==> src/rtl/pong_score_if.sv <==
// Pong scoring event and status bundle.
// The game side drives event pulses and reads back score and timer state.
interface pong_score_if;
   logic       tick60;
   logic       hit;
   logic       miss;
   logic       clr;
   logic       timer_start;
   logic [3:0] dig0;
   logic [3:0] dig1;
   logic [1:0] balls;
   logic       game_over;
   logic       timer_up;

   modport master (
      output tick60, hit, miss, clr, timer_start,
      input  dig0, dig1, balls, game_over, timer_up
   );

   modport slave (
      input  tick60, hit, miss, clr, timer_start,
      output dig0, dig1, balls, game_over, timer_up
   );
endinterface

==> src/rtl/pong_score.sv <==
// Pong score keeper: BCD score, balls remaining and inter-round pause timer.
// All outputs are registered and follow their inputs by one cycle.
module pong_score #(
   parameter int BALLS_INIT  = 3,
   parameter int TIMER_TICKS = 120
) (
   input  logic        clk,
   input  logic        reset,
   pong_score_if.slave bus
);

   localparam logic [1:0] BALLS_RST = 2'(BALLS_INIT);
   localparam logic [6:0] TICKS     = 7'(TIMER_TICKS);

   logic [3:0] dig0_q;
   logic [3:0] dig1_q;
   logic [1:0] balls_q;
   logic       over_q;
   logic [6:0] tmr_q;
   logic [6:0] tmr_nxt;
   logic       up_q;
   logic       at_max;
   logic       do_hit;

   assign at_max = (dig1_q == 4'd9) && (dig0_q == 4'd9);
   assign do_hit = bus.hit && !over_q && !at_max;

   always_ff @(posedge clk) begin
      if (reset) begin
         dig0_q  <= 4'd0;
         dig1_q  <= 4'd0;
         balls_q <= BALLS_RST;
         over_q  <= 1'b0;
      end else if (bus.clr) begin
         dig0_q  <= 4'd0;
         dig1_q  <= 4'd0;
         balls_q <= BALLS_RST;
         over_q  <= 1'b0;
      end else begin
         if (do_hit) begin
            if (dig0_q == 4'd9) begin
               dig0_q <= 4'd0;
               dig1_q <= dig1_q + 4'd1;
            end else begin
               dig0_q <= dig0_q + 4'd1;
            end
         end
         if (bus.miss && balls_q != 2'd0) begin
            balls_q <= balls_q - 2'd1;
            if (balls_q == 2'd1)
               over_q <= 1'b1;
         end
      end
   end

   // A load always beats a coincident tick.
   always_comb begin
      tmr_nxt = tmr_q;
      if (bus.timer_start)
         tmr_nxt = TICKS;
      else if (bus.tick60 && tmr_q != 7'd0)
         tmr_nxt = tmr_q - 7'd1;
   end

   always_ff @(posedge clk) begin
      if (reset) begin
         tmr_q <= 7'd0;
         up_q  <= 1'b1;
      end else begin
         tmr_q <= tmr_nxt;
         up_q  <= (tmr_nxt == 7'd0);
      end
   end

   assign bus.dig0      = dig0_q;
   assign bus.dig1      = dig1_q;
   assign bus.balls     = balls_q;
   assign bus.game_over = over_q;
   assign bus.timer_up  = up_q;

endmodule

==> src/flat_wrapper.sv <==
// flat-port wrapper written by rule: the top's interface ports become plain ports
module pong_score_flat 
#(
   parameter int BALLS_INIT  = 3,
   parameter int TIMER_TICKS = 120
)
  (clk, reset, bus_tick60, bus_hit, bus_miss, bus_clr, bus_timer_start, bus_dig0, bus_dig1, bus_balls, bus_game_over, bus_timer_up);
  pong_score_if bus_i ();
  input  logic clk;
  input  logic reset;
  input wire logic [$bits(bus_i.tick60)-1:0] bus_tick60;
  input wire logic [$bits(bus_i.hit)-1:0] bus_hit;
  input wire logic [$bits(bus_i.miss)-1:0] bus_miss;
  input wire logic [$bits(bus_i.clr)-1:0] bus_clr;
  input wire logic [$bits(bus_i.timer_start)-1:0] bus_timer_start;
  output wire logic [$bits(bus_i.dig0)-1:0] bus_dig0;
  output wire logic [$bits(bus_i.dig1)-1:0] bus_dig1;
  output wire logic [$bits(bus_i.balls)-1:0] bus_balls;
  output wire logic [$bits(bus_i.game_over)-1:0] bus_game_over;
  output wire logic [$bits(bus_i.timer_up)-1:0] bus_timer_up;
  assign bus_i.tick60 = bus_tick60;
  assign bus_i.hit = bus_hit;
  assign bus_i.miss = bus_miss;
  assign bus_i.clr = bus_clr;
  assign bus_i.timer_start = bus_timer_start;
  assign bus_dig0 = bus_i.dig0;
  assign bus_dig1 = bus_i.dig1;
  assign bus_balls = bus_i.balls;
  assign bus_game_over = bus_i.game_over;
  assign bus_timer_up = bus_i.timer_up;
  pong_score #(.BALLS_INIT(BALLS_INIT), .TIMER_TICKS(TIMER_TICKS)) u_core (.clk(clk), .reset(reset), .bus(bus_i));
endmodule
==> config.mk <==
export PLATFORM = sky130hd
export DESIGN_NAME = pong_score_flat
export DESIGN_NICKNAME = d
export VERILOG_FILES = /design/src/rtl/pong_score_if.sv /design/src/rtl/pong_score.sv /design/src/flat_wrapper.sv
export SDC_FILE = /design/constraint.sdc
export NUM_CORES = 1
export LEC_CHECK = 0
export BUFFER_PORTS_ARGS = -buffer_cell sky130_fd_sc_hd__buf_2
export CORE_MARGIN = 3
export CORE_UTILIZATION = 55
export CTS_BUF_LIST = sky130_fd_sc_hd__clkbuf_2
export CTS_CLUSTER_DIAMETER = 50
export DETAILED_ROUTE_END_ITERATION = 10
export HOLD_SLACK_MARGIN = 0.12
export MAX_ROUTING_LAYER = met4
export PLACE_DENSITY = 0.88
export SYNTH_ARGS = -nofsm -noshare
export SYNTH_HDL_FRONTEND = slang
export SYNTH_SLANG_ARGS = --single-unit
==> constraint.sdc <==
create_clock -name clk -period 2.14 [get_ports clk]
set_input_delay 0.214 -clock clk [delete_from_list [all_inputs] [get_ports clk]]
set_output_delay 0.214 -clock clk [all_outputs]
set_load 0.02 [all_outputs]
==> metrics.md, run 1 <==
| Metric | Value |
|---|---|
| Clock buffer depth | `2` |
| Worst EP required | `2380 ps` |
| Maximum capacitance violations | `0` |
| Initial antenna violation count | `0` |
| Slew Viols, Final | `0` |
| CP Launch Type | `flop` |
| HP Class | `in2reg` |
| Crit-path max FO | `6` |
| P per Cell Area | `567 nW/um2` |
| Footprint of the multi-input gates | `623 um2` |
| Largest family of logic cells by synthesized area | `simple AND/OR/NAND/NOR gates` |
| Final Hold Viols | `0` |
| Most common cell in the netlist | `dfxtp_1` |
| Synthesized area per cell | `9.06 um2` |
| Post-synth EDFFs | `0` |
| Yosys top cell area share | `36.5%` |
| Final Power | `671 uW` |
| Number of diodes | `0` |
| I/O Pins | `19` |
| Adder-cell share of the synthesized area | `7.20%` |
| Die area | `2450 um2` |
| Total gr overflow | `0` |
| XOR/XNOR Fraction of Synth Area | `5.04%` |
| Compound-cell area share of the yosys netlist | `16.4%` |
| Clock root buffer | `clkbuf_2` |
| # nets final | `150` |
| Setup_tns | `0 ps` |
| DP Area | `1150 um2` |
| Synth async-reset ratio | `0%` |
| Normalized max-slew margin | `70.9%` |
| CTS Buf Count | `3` |
| DRC violations left | `0` |
| Area contributors post-synth | `dfxtp_1 36%, ha_1 7.2%, a21oi_1 3.8%` |
| Post-DP HPWL | `1500 um` |
| Maximum vdd ir drop | `0.360 mV` |
| Netlist cell types | `39` |
| Final wirelength | `2020 um` |
| Starting Density | `59.1%` |
| Clock Latency Late Sink | `310 ps` |
| Area grow syn2layout | `13.7%` |
| Vias in the first global route | `879` |
| Status | `finished, final reports clean` |
| Largest area contributor in the netlist | `dfxtp_1` |
| Seq cells post-synth | `19` |
| Synth Flop Type | `dfxtp_1` |
| Final min period | `1890 ps` |
| Die W | `49.5 um` |
| Synthesized net count | `128` |
| Fmax | `0.528 GHz` |
| H-tree depth | `1` |
| Fill count | `168` |
| 1st-iter DRT viols | `13` |
| CTS tree | `built` |
| Total GRT Usage | `19.3%` |
| Clock Skew | `3.13 ps` |
| Mapped Cells | `115` |
| CTS resizes | `0` |
| Drt first pass iters | `4` |
| Mux cell area share after synthesis | `3.12%` |
| Synthesized area | `1040 um2` |
| Die Span Y | `49.5 um` |
| Setup Crit Path Kind | `reg2reg` |
| Register clock-pin slew on the reported worst setup and hold paths | `180 ps` |
| Number of port buffers | `18` |
| Fin area | `1180 um2` |
| Part of the Yosys area used for sequential elements | `36.5%` |
| Unrepaired setup endpoints after global routing | `false` |
| Core footprint | `1760 um2` |
| Leak pwr | `0.000519 uW` |
| Worst slew pin tran | `435 ps` |
| Layout cell share with drive strength beyond 1 | `24.3%` |
| Final-report setup violation count | `0` |
| Rows | `15` |
| RD Place Congestion | `0.817` |
| DR WL/cell | `12.6 um` |
| Final period util | `88.5%` |
| CTS sink count | `19` |
| CP arrival | `2130 ps` |
| Vias | `895` |
| Commonest cells post-synth | `19 x dfxtp_1, 10 x nor2_1, 8 x a21oi_1, 8 x inv_1, 7 x o21ai_0` |
| ANT nets after route | `0` |
| Synth Warn # | `0` |
| Pin count of the biggest net entering global routing | `11` |
| Reg area | `380 um2` |
| Critical Path End Type | `flop` |
| First-pass GRT wire length | `3590 um` |
| Simple-gate share of the synthesized area | `28.0%` |
| Final core utilization | `67.2%` |
| Via density | `5.56` |
[cells by family (layout without fill, tap and decap cells)]
group | Yosys count | in the layout
fa+ha+maj | 6 | 6
flops | 19 | 19
xor+xnor | 6 | 6
mux | 3 | 3
compound gates | 24 | 24
buf+inv | 10 | 31
simple gates | 47 | 47
[where the power goes]
| part | switching [uW] | total, uW | internal [uW] |
|---|---|---|---|
| combinational | 65.9 | 122 | 56.6 |
| clock | 113 | 163 | 49.5 |
| sequential | 17.9 | 386 | 368 |
| total | 197 | 671 | 474 |
[metrics by stage]
| step | cells | hold slack [ps] | worst slack, ps |
|---|---|---|---|
| detailed placement | 156 | 446 | 293 |
| global placement | 156 | 436 | 414 |
| floorplan | 115 | 291 | 466 |
| finish | 161 | 144 | 245 |
| CTS | 161 | 142 | 244 |
| global route | 161 | 145 | 75.8 |
[cells in the final DEF, fill, tap and decap left out, drive strengths merged, types with 3 or more instances in the layout]
cell,synthesis,layout
a21oi,8,8
o21ai,7,7
nor2,10,10
nand2,3,3
ha,6,6
inv,8,8
buf,1,18
and2,3,3
clkbuf,1,4
dfxtp,19,19
nor3,5,5
xor2,4,4
nor2b,4,4
nand3,3,3
[timing repair]
item                      CTS  global route
hold buffers                1             0
buffers inserted            0             0
hold endpoints to repair    2             0
[layer usage]
| metal | track usage [%] | wire [um] |
|---|---|---|
| met5 | - | 0 |
| met4 | 9.68 | 41 |
| met3 | 3.32 | 86 |
| met2 | 31.7 | 957 |
| met1 | 22.5 | 937 |
[critical path, stage by stage (launching register included)]
cell and delay (ps):
dfxtp_1 390, inv_1 130, ha_1 190, nor3b_1 400
nor4_1 100, or3b_1 400, o41ai_2 220
[layout make-up]
class	instances	share of cell area (%)
multi-input cells	86	52.6
flip-flops and latches	19	32.1
repair buffers	19	8.45
inverters	8	2.53
well taps	25	2.64
clock buffers	4	1.69
[final timing paths]
| check | from | end | slack, ps | cells past startpoint |
|---|---|---|---|---|
| setup / recovery | u_core.tmr_q[0] | u_core.bus.timer_up | 250 | 6 |
| hold / removal | bus_timer_start | u_core.tmr_q[0] | 140 | 2 |
| setup reg to reg | u_core.tmr_q[0] | u_core.bus.timer_up | 250 | 6 |
| hold reg to reg | u_core.bus.dig0[3] | u_core.bus.dig0[3] | 520 | 2 |
[sequential cells by signal, summed over array words and instances, names as in the netlist]
name,cells
u_core.bus.balls,2
u_core.bus.timer_up,1
u_core.bus.dig1,4
u_core.bus.game_over,1
u_core.bus.dig0,4
u_core.tmr_q,7
(Power assumes the default switching activity.)
==> run 2, diff against run 1 <==
- CORE_UTILIZATION: 55 -> 56
- PLACE_DENSITY: 0.88 -> 0.89
==> run 2 against run 1 <==
Compared with the run above: routed wire length rose by 17%; final cell count fell by 0.62%; first-iteration DRC count rose by 31%; die area fell by 1.6%; critical endpoint is now u_core.tmr_q[3]; register-to-register slack got worse by 20 ps; total power rose by 1.9%; clock power rose by 4%.
==> metrics.md, run 2 (synthesis gave the netlist of run 1 again) <==
| Metric | Value |
|---|---|
| Status | `finished, final reports clean (unchanged)` |
| ANT nets after route | `0 (unchanged)` |
| Layout cell share with drive strength beyond 1 | `24.3% (unchanged)` |
| Critical Path End Type | `flop (unchanged)` |
| M1 GR Usage | `23.2% (was 22.5%)` |
| Hold_buf cts | `1 (unchanged)` |
| Final Hold Viols | `0 (unchanged)` |
| Total GRT Usage | `21.6% (was 19.3%)` |
| # nets final | `150 (unchanged)` |
| Critical path launch point | `u_core.tmr_q[0] (unchanged)` |
| CTS resizes | `0 (unchanged)` |
| Rows | `14 (was 15)` |
| GRT met2 Usage | `37.7% (was 31.7%)` |
| DRC violations left | `0 (unchanged)` |
| Worst Reg-to-Reg Cells | `6 (unchanged)` |
| Post-CTS setup buffers | `0 (unchanged)` |
| Clock Latency Late Sink | `320 ps (was 310 ps)` |
| Vias | `935 (was 895)` |
| CP arrival | `2190 ps (was 2130 ps)` |
| Via density | `5.84 (was 5.56)` |
| Register bank with the most flops | `u_core.tmr_q (unchanged)` |
| Final core utilization | `72.7% (was 67.2%)` |
| Setup Crit Path Kind | `reg2reg (unchanged)` |
| HP Class | `in2reg (unchanged)` |
| H-tree depth | `1 (unchanged)` |
| Final period util | `89.6% (was 88.5%)` |
| Worst EP required | `2410 ps (was 2380 ps)` |
| Vias in the first global route | `908 (was 879)` |
| Commonest non-fill, non-tap cell in the layout | `dfxtp_1 (unchanged)` |
| Grt met3 use | `2.75% (was 3.32%)` |
| CTS sink count | `19 (unchanged)` |
| Die Span Y | `49.1 um (was 49.5 um)` |
| Final wirelength | `2360 um (was 2020 um)` |
| Clock root buffer | `clkbuf_2 (unchanged)` |
| Number of port buffers | `18 (unchanged)` |
| Normalized max-slew margin | `71.5% (was 70.9%)` |
| Hold wc startpoint | `bus_timer_start (unchanged)` |
| CTS tree | `built (unchanged)` |
| Final min period | `1920 ps (was 1890 ps)` |
| Maximum capacitance violations | `0 (unchanged)` |
| Clock buffer depth | `2 (unchanged)` |
| Die W | `49.1 um (was 49.5 um)` |
| Clock Skew | `3.66 ps (was 3.13 ps)` |
| CTS Buf Count | `3 (unchanged)` |
| Pin count of the biggest net entering global routing | `11 (unchanged)` |
| Slew Viols, Final | `0 (unchanged)` |
| Setup_tns | `0 ps (unchanged)` |
| Total gr overflow | `0 (unchanged)` |
| DR WL/cell | `14.8 um (was 12.6 um)` |
| Initial antenna violation count | `0 (unchanged)` |
| First-pass GRT wire length | `3910 um (was 3590 um)` |
| 1st-iter DRT viols | `17 (was 13)` |
| Worst R2R End | `u_core.tmr_q[3] (was u_core.bus.timer_up)` |
| Most frequent cells in the layout | `19 x dfxtp_1, 18 x buf_2, 10 x nor2_1 (unchanged)` |
| Leak pwr | `0.000519 uW (unchanged)` |
| Crit-path max FO | `6 (unchanged)` |
| Post-DP HPWL | `1780 um (was 1500 um)` |
| Top Usage Layer GRT | `met2 (unchanged)` |
| Max reg flops | `7 (unchanged)` |
| Worst slew pin tran | `426 ps (was 435 ps)` |
| Unrepaired setup endpoints after global routing | `false (unchanged)` |
| Starting Density | `64.0% (was 59.1%)` |
| Maximum vdd ir drop | `0.431 mV (was 0.360 mV)` |
| Hold EP | `u_core.tmr_q[1] (was u_core.tmr_q[0])` |
| Fmax | `0.522 GHz (was 0.528 GHz)` |
| P per Cell Area | `578 nW/um2 (was 567 nW/um2)` |
| Number of diodes | `0 (unchanged)` |
| Core footprint | `1630 um2 (was 1760 um2)` |
| RD Place Congestion | `0.844 (was 0.817)` |
| Final-report setup violation count | `0 (unchanged)` |
| I/O Pins | `19 (unchanged)` |
| Hold path depth | `2 (unchanged)` |
| Die area | `2410 um2 (was 2450 um2)` |
| Area grow syn2layout | `13.6% (was 13.7%)` |
| CP Launch Type | `flop (unchanged)` |
| Reg2Reg Setup Slack | `220 ps (was 250 ps)` |
| Register clock-pin slew on the reported worst setup and hold paths | `190 ps (was 180 ps)` |
| Drt first pass iters | `4 (unchanged)` |
| RR Startpoint | `u_core.tmr_q[0] (unchanged)` |
[run 2: metrics by stage]
stage               instances  hold slack [ps]  power [uW]  instance area (um2)  worst slack, ps
floorplan                 115              291         482                 1040              466
global placement          155              440         509                 1150              421
detailed placement        155              447         518                 1150              267
CTS                       160              141         679                 1180              230
global route              160              139         713                 1180              123
finish                    160              136         684                 1180              223
[run 2: metal layers]
metal | routed length, um | up-vias
li1 | - | 452
met1 | 987 | 436
met2 | 1190 | 39
met3 | 119 | 8
met4 | 67 | 0
met5 | 0 | -
[run 2: final cells by class]
cell class / instances / area, um2
multi-input cells: 86 / 623
well taps: 24 / 30.0
clock buffers: 4 / 20.0
repair buffers: 19 / 100
fillers: 138 / 445
flip-flops and latches: 19 / 380
inverters: 8 / 30.0
[run 2: how the worst max path moves through the flow]
stage,to,slack [ps]
2_1_floorplan,u_core.tmr_q[3],470
3_3_place_gp,u_core.tmr_q[3],420
3_5_place_dp,u_core.tmr_q[3],270
4_1_cts,u_core.tmr_q[3],230
5_1_grt,u_core.bus.timer_up,120
6_report,u_core.tmr_q[3],220
[run 2: report_power, final]
part / switching [uW] / total [uW] / internal, uW
Combinational: 70.8 / 128 / 56.9
Clock: 119 / 169 / 49.5
Sequential: 19.0 / 388 / 369
[run 2: worst max-delay path, cell delays in order (launching register included)]
cell and delay (ps):
dfxtp_1 450, inv_1 120, ha_1 250, inv_1 100
o41ai_4 120, or4b_2 660, a21oi_1 160
==> run 3, diff against run 2 <==
- CORE_UTILIZATION: 56 -> 25
- PLACE_DENSITY: 0.89 -> 0.51
- RECOVER_POWER: default -> 100
- REMOVE_ABC_BUFFERS: default -> 1
==> run 3 against run 2 <==
Compared with the run above: utilization fell by 42 points; hold slack got worse by 4.3 ps; first-iteration DRC count fell by 59%; fmax rose by 0.56%; largest power group unchanged; non-clock buffer count did not move; critical path depth did not move; total power fell by 1.9%; die area rose by 110%; critical path type unchanged; via count fell by 4.1%; routed wire length fell by 8.9%; count of clock-buffer cells in the layout did not move.
==> metrics.md, run 3 (synthesis gave the netlist of run 1 again) <==
| Metric | Value |
|---|---|
| Status | `finished, final reports clean (unchanged)` |
| CTS tree | `built (unchanged)` |
| Post-CTS setup buffers | `0 (unchanged)` |
| Clock buffer depth | `2 (unchanged)` |
| Setup Crit Path Kind | `reg2reg (unchanged)` |
| Final-report setup violation count | `0 (unchanged)` |
| DR WL/cell | `11.7 um (was 14.8 um)` |
| CP Launch Type | `flop (unchanged)` |
| Post-Place Setup Slack | `330 ps (was 267 ps)` |
| Final wirelength | `2150 um (was 2360 um)` |
| Unrepaired setup endpoints after global routing | `false (unchanged)` |
| Final min period | `1910 ps (was 1920 ps)` |
| Rows | `22 (was 14)` |
| Die W | `70.6 um (was 49.1 um)` |
| Clock Skew | `6.90 ps (was 3.66 ps)` |
| DRC violations left | `0 (unchanged)` |
| Worst EP required | `2370 ps (was 2410 ps)` |
| Core footprint | `3830 um2 (was 1630 um2)` |
| Worst slew pin tran | `393 ps (was 426 ps)` |
| Initial antenna violation count | `0 (unchanged)` |
| Number of diodes | `0 (unchanged)` |
| Hold_buf cts | `1 (unchanged)` |
| 1st-iter DRT viols | `7 (was 17)` |
| Leak pwr | `0.000474 uW (was 0.000519 uW)` |
| Setup_tns | `0 ps (unchanged)` |
| CTS resizes | `0 (unchanged)` |
| Via density | `4.88 (was 5.84)` |
| H-tree depth | `1 (unchanged)` |
| CP arrival | `2140 ps (was 2190 ps)` |
| Total GRT Usage | `9.15% (was 21.6%)` |
| HP Class | `in2reg (unchanged)` |
| Post-DP HPWL | `1660 um (was 1780 um)` |
| Normalized max-slew margin | `73.7% (was 71.5%)` |
| Fin Hold WS | `132 ps (was 136 ps)` |
| Register clock-pin slew on the reported worst setup and hold paths | `190 ps (about the same)` |
| Clock root buffer | `clkbuf_2 (unchanged)` |
| Fill count | `407 (was 138)` |
| Maximum capacitance violations | `0 (unchanged)` |
| Drt first pass iters | `4 (unchanged)` |
| Register bank with the most flops | `u_core.tmr_q (unchanged)` |
| DP Area | `1180 um2 (was 1150 um2)` |
| RD Place Congestion | `0.752 (was 0.844)` |
| Maximum vdd ir drop | `0.143 mV (was 0.431 mV)` |
| Fin area | `1190 um2 (was 1180 um2)` |
| CTS Buf Count | `3 (unchanged)` |
| Final period util | `89.1% (was 89.6%)` |
| ANT nets after route | `0 (unchanged)` |
| Vias in the first global route | `851 (was 908)` |
| I/O Pins | `19 (unchanged)` |
| P per Cell Area | `563 nW/um2 (was 578 nW/um2)` |
| Clock Latency Late Sink | `320 ps (about the same)` |
| Final Hold Viols | `0 (unchanged)` |
| Pin count of the biggest net entering global routing | `11 (unchanged)` |
| Final core utilization | `31.1% (was 72.7%)` |
| Starting Density | `27.2% (was 64.0%)` |
| Area grow syn2layout | `14.3% (was 13.6%)` |
| Crit-path max FO | `6 (unchanged)` |
| First-pass GRT wire length | `3660 um (was 3910 um)` |
| Fmax | `0.525 GHz (was 0.522 GHz)` |
| Most frequent cells in the layout | `19 x dfxtp_1, 12 x clkbuf_1, 10 x nor2_1 (was 19 x dfxtp_1, 18 x buf_2, 10 x nor2_1)` |
| Die Span Y | `70.6 um (was 49.1 um)` |
| # nets final | `150 (unchanged)` |
| Critical Path End Type | `flop (unchanged)` |
| Commonest non-fill, non-tap cell in the layout | `dfxtp_1 (unchanged)` |
| CTS sink count | `19 (unchanged)` |
| Total gr overflow | `0 (unchanged)` |
| Slew Viols, Final | `0 (unchanged)` |
| Layout cell share with drive strength beyond 1 | `14.0% (was 24.3%)` |
| Number of port buffers | `18 (unchanged)` |
| Vias | `897 (was 935)` |
| Max reg flops | `7 (unchanged)` |
| Die area | `4980 um2 (was 2410 um2)` |
| Final WS setup | `234 ps (was 223 ps)` |
-- run 3: stage by stage --
stage / std cells / total power (uW)
6_report: 184 / 671
5_1_grt: 184 / 699
4_1_cts: 184 / 679
3_5_place_dp: 179 / 514
3_3_place_gp: 179 / 513
2_1_floorplan: 113 / 479
-- run 3: critical path: stages (launching register included) --
cell	delay, ps
dfxtp_1	390
inv_1	120
ha_1	210
nor3b_1	370
nor4_1	100
or3b_1	380
o41ai_1	260
-- run 3: worst paths after layout --
check / end / cells past startpoint / startpoint / slack, ps
worst max register to register: u_core.bus.timer_up / 6 / u_core.tmr_q[0] / 230
worst min-delay path: u_core.tmr_q[1] / 2 / bus_timer_start / 130
worst min register to register: u_core.bus.dig0[3] / 2 / u_core.bus.dig0[3] / 530
worst max-delay path: u_core.bus.timer_up / 6 / u_core.tmr_q[0] / 230
-- run 3: layout make-up --
cell class,instances,area [um2],share of cell area (%)
timing repair buffer,19,85.1,7.14
sequential,19,380,31.9
multi-input combinational,86,616,51.7
tap,48,60.1,5.04
clock buffer,4,20.0,1.68
inverter,8,30.0,2.52
-- run 3: per-layer routing --
layer	wire (um)	global-route usage, %	vias up
met3	94	1.70	5
met4	54	5.22	0
met2	1030	15.1	17
li1	-	-	453
met5	0	-	-
met1	974	10.4	422
-- run 3: power by group --
group | internal (uW) | switching, uW
clock network | 49.5 | 117
logic | 54.9 | 62.5
registers | 369 | 18.3
total | 473 | 198
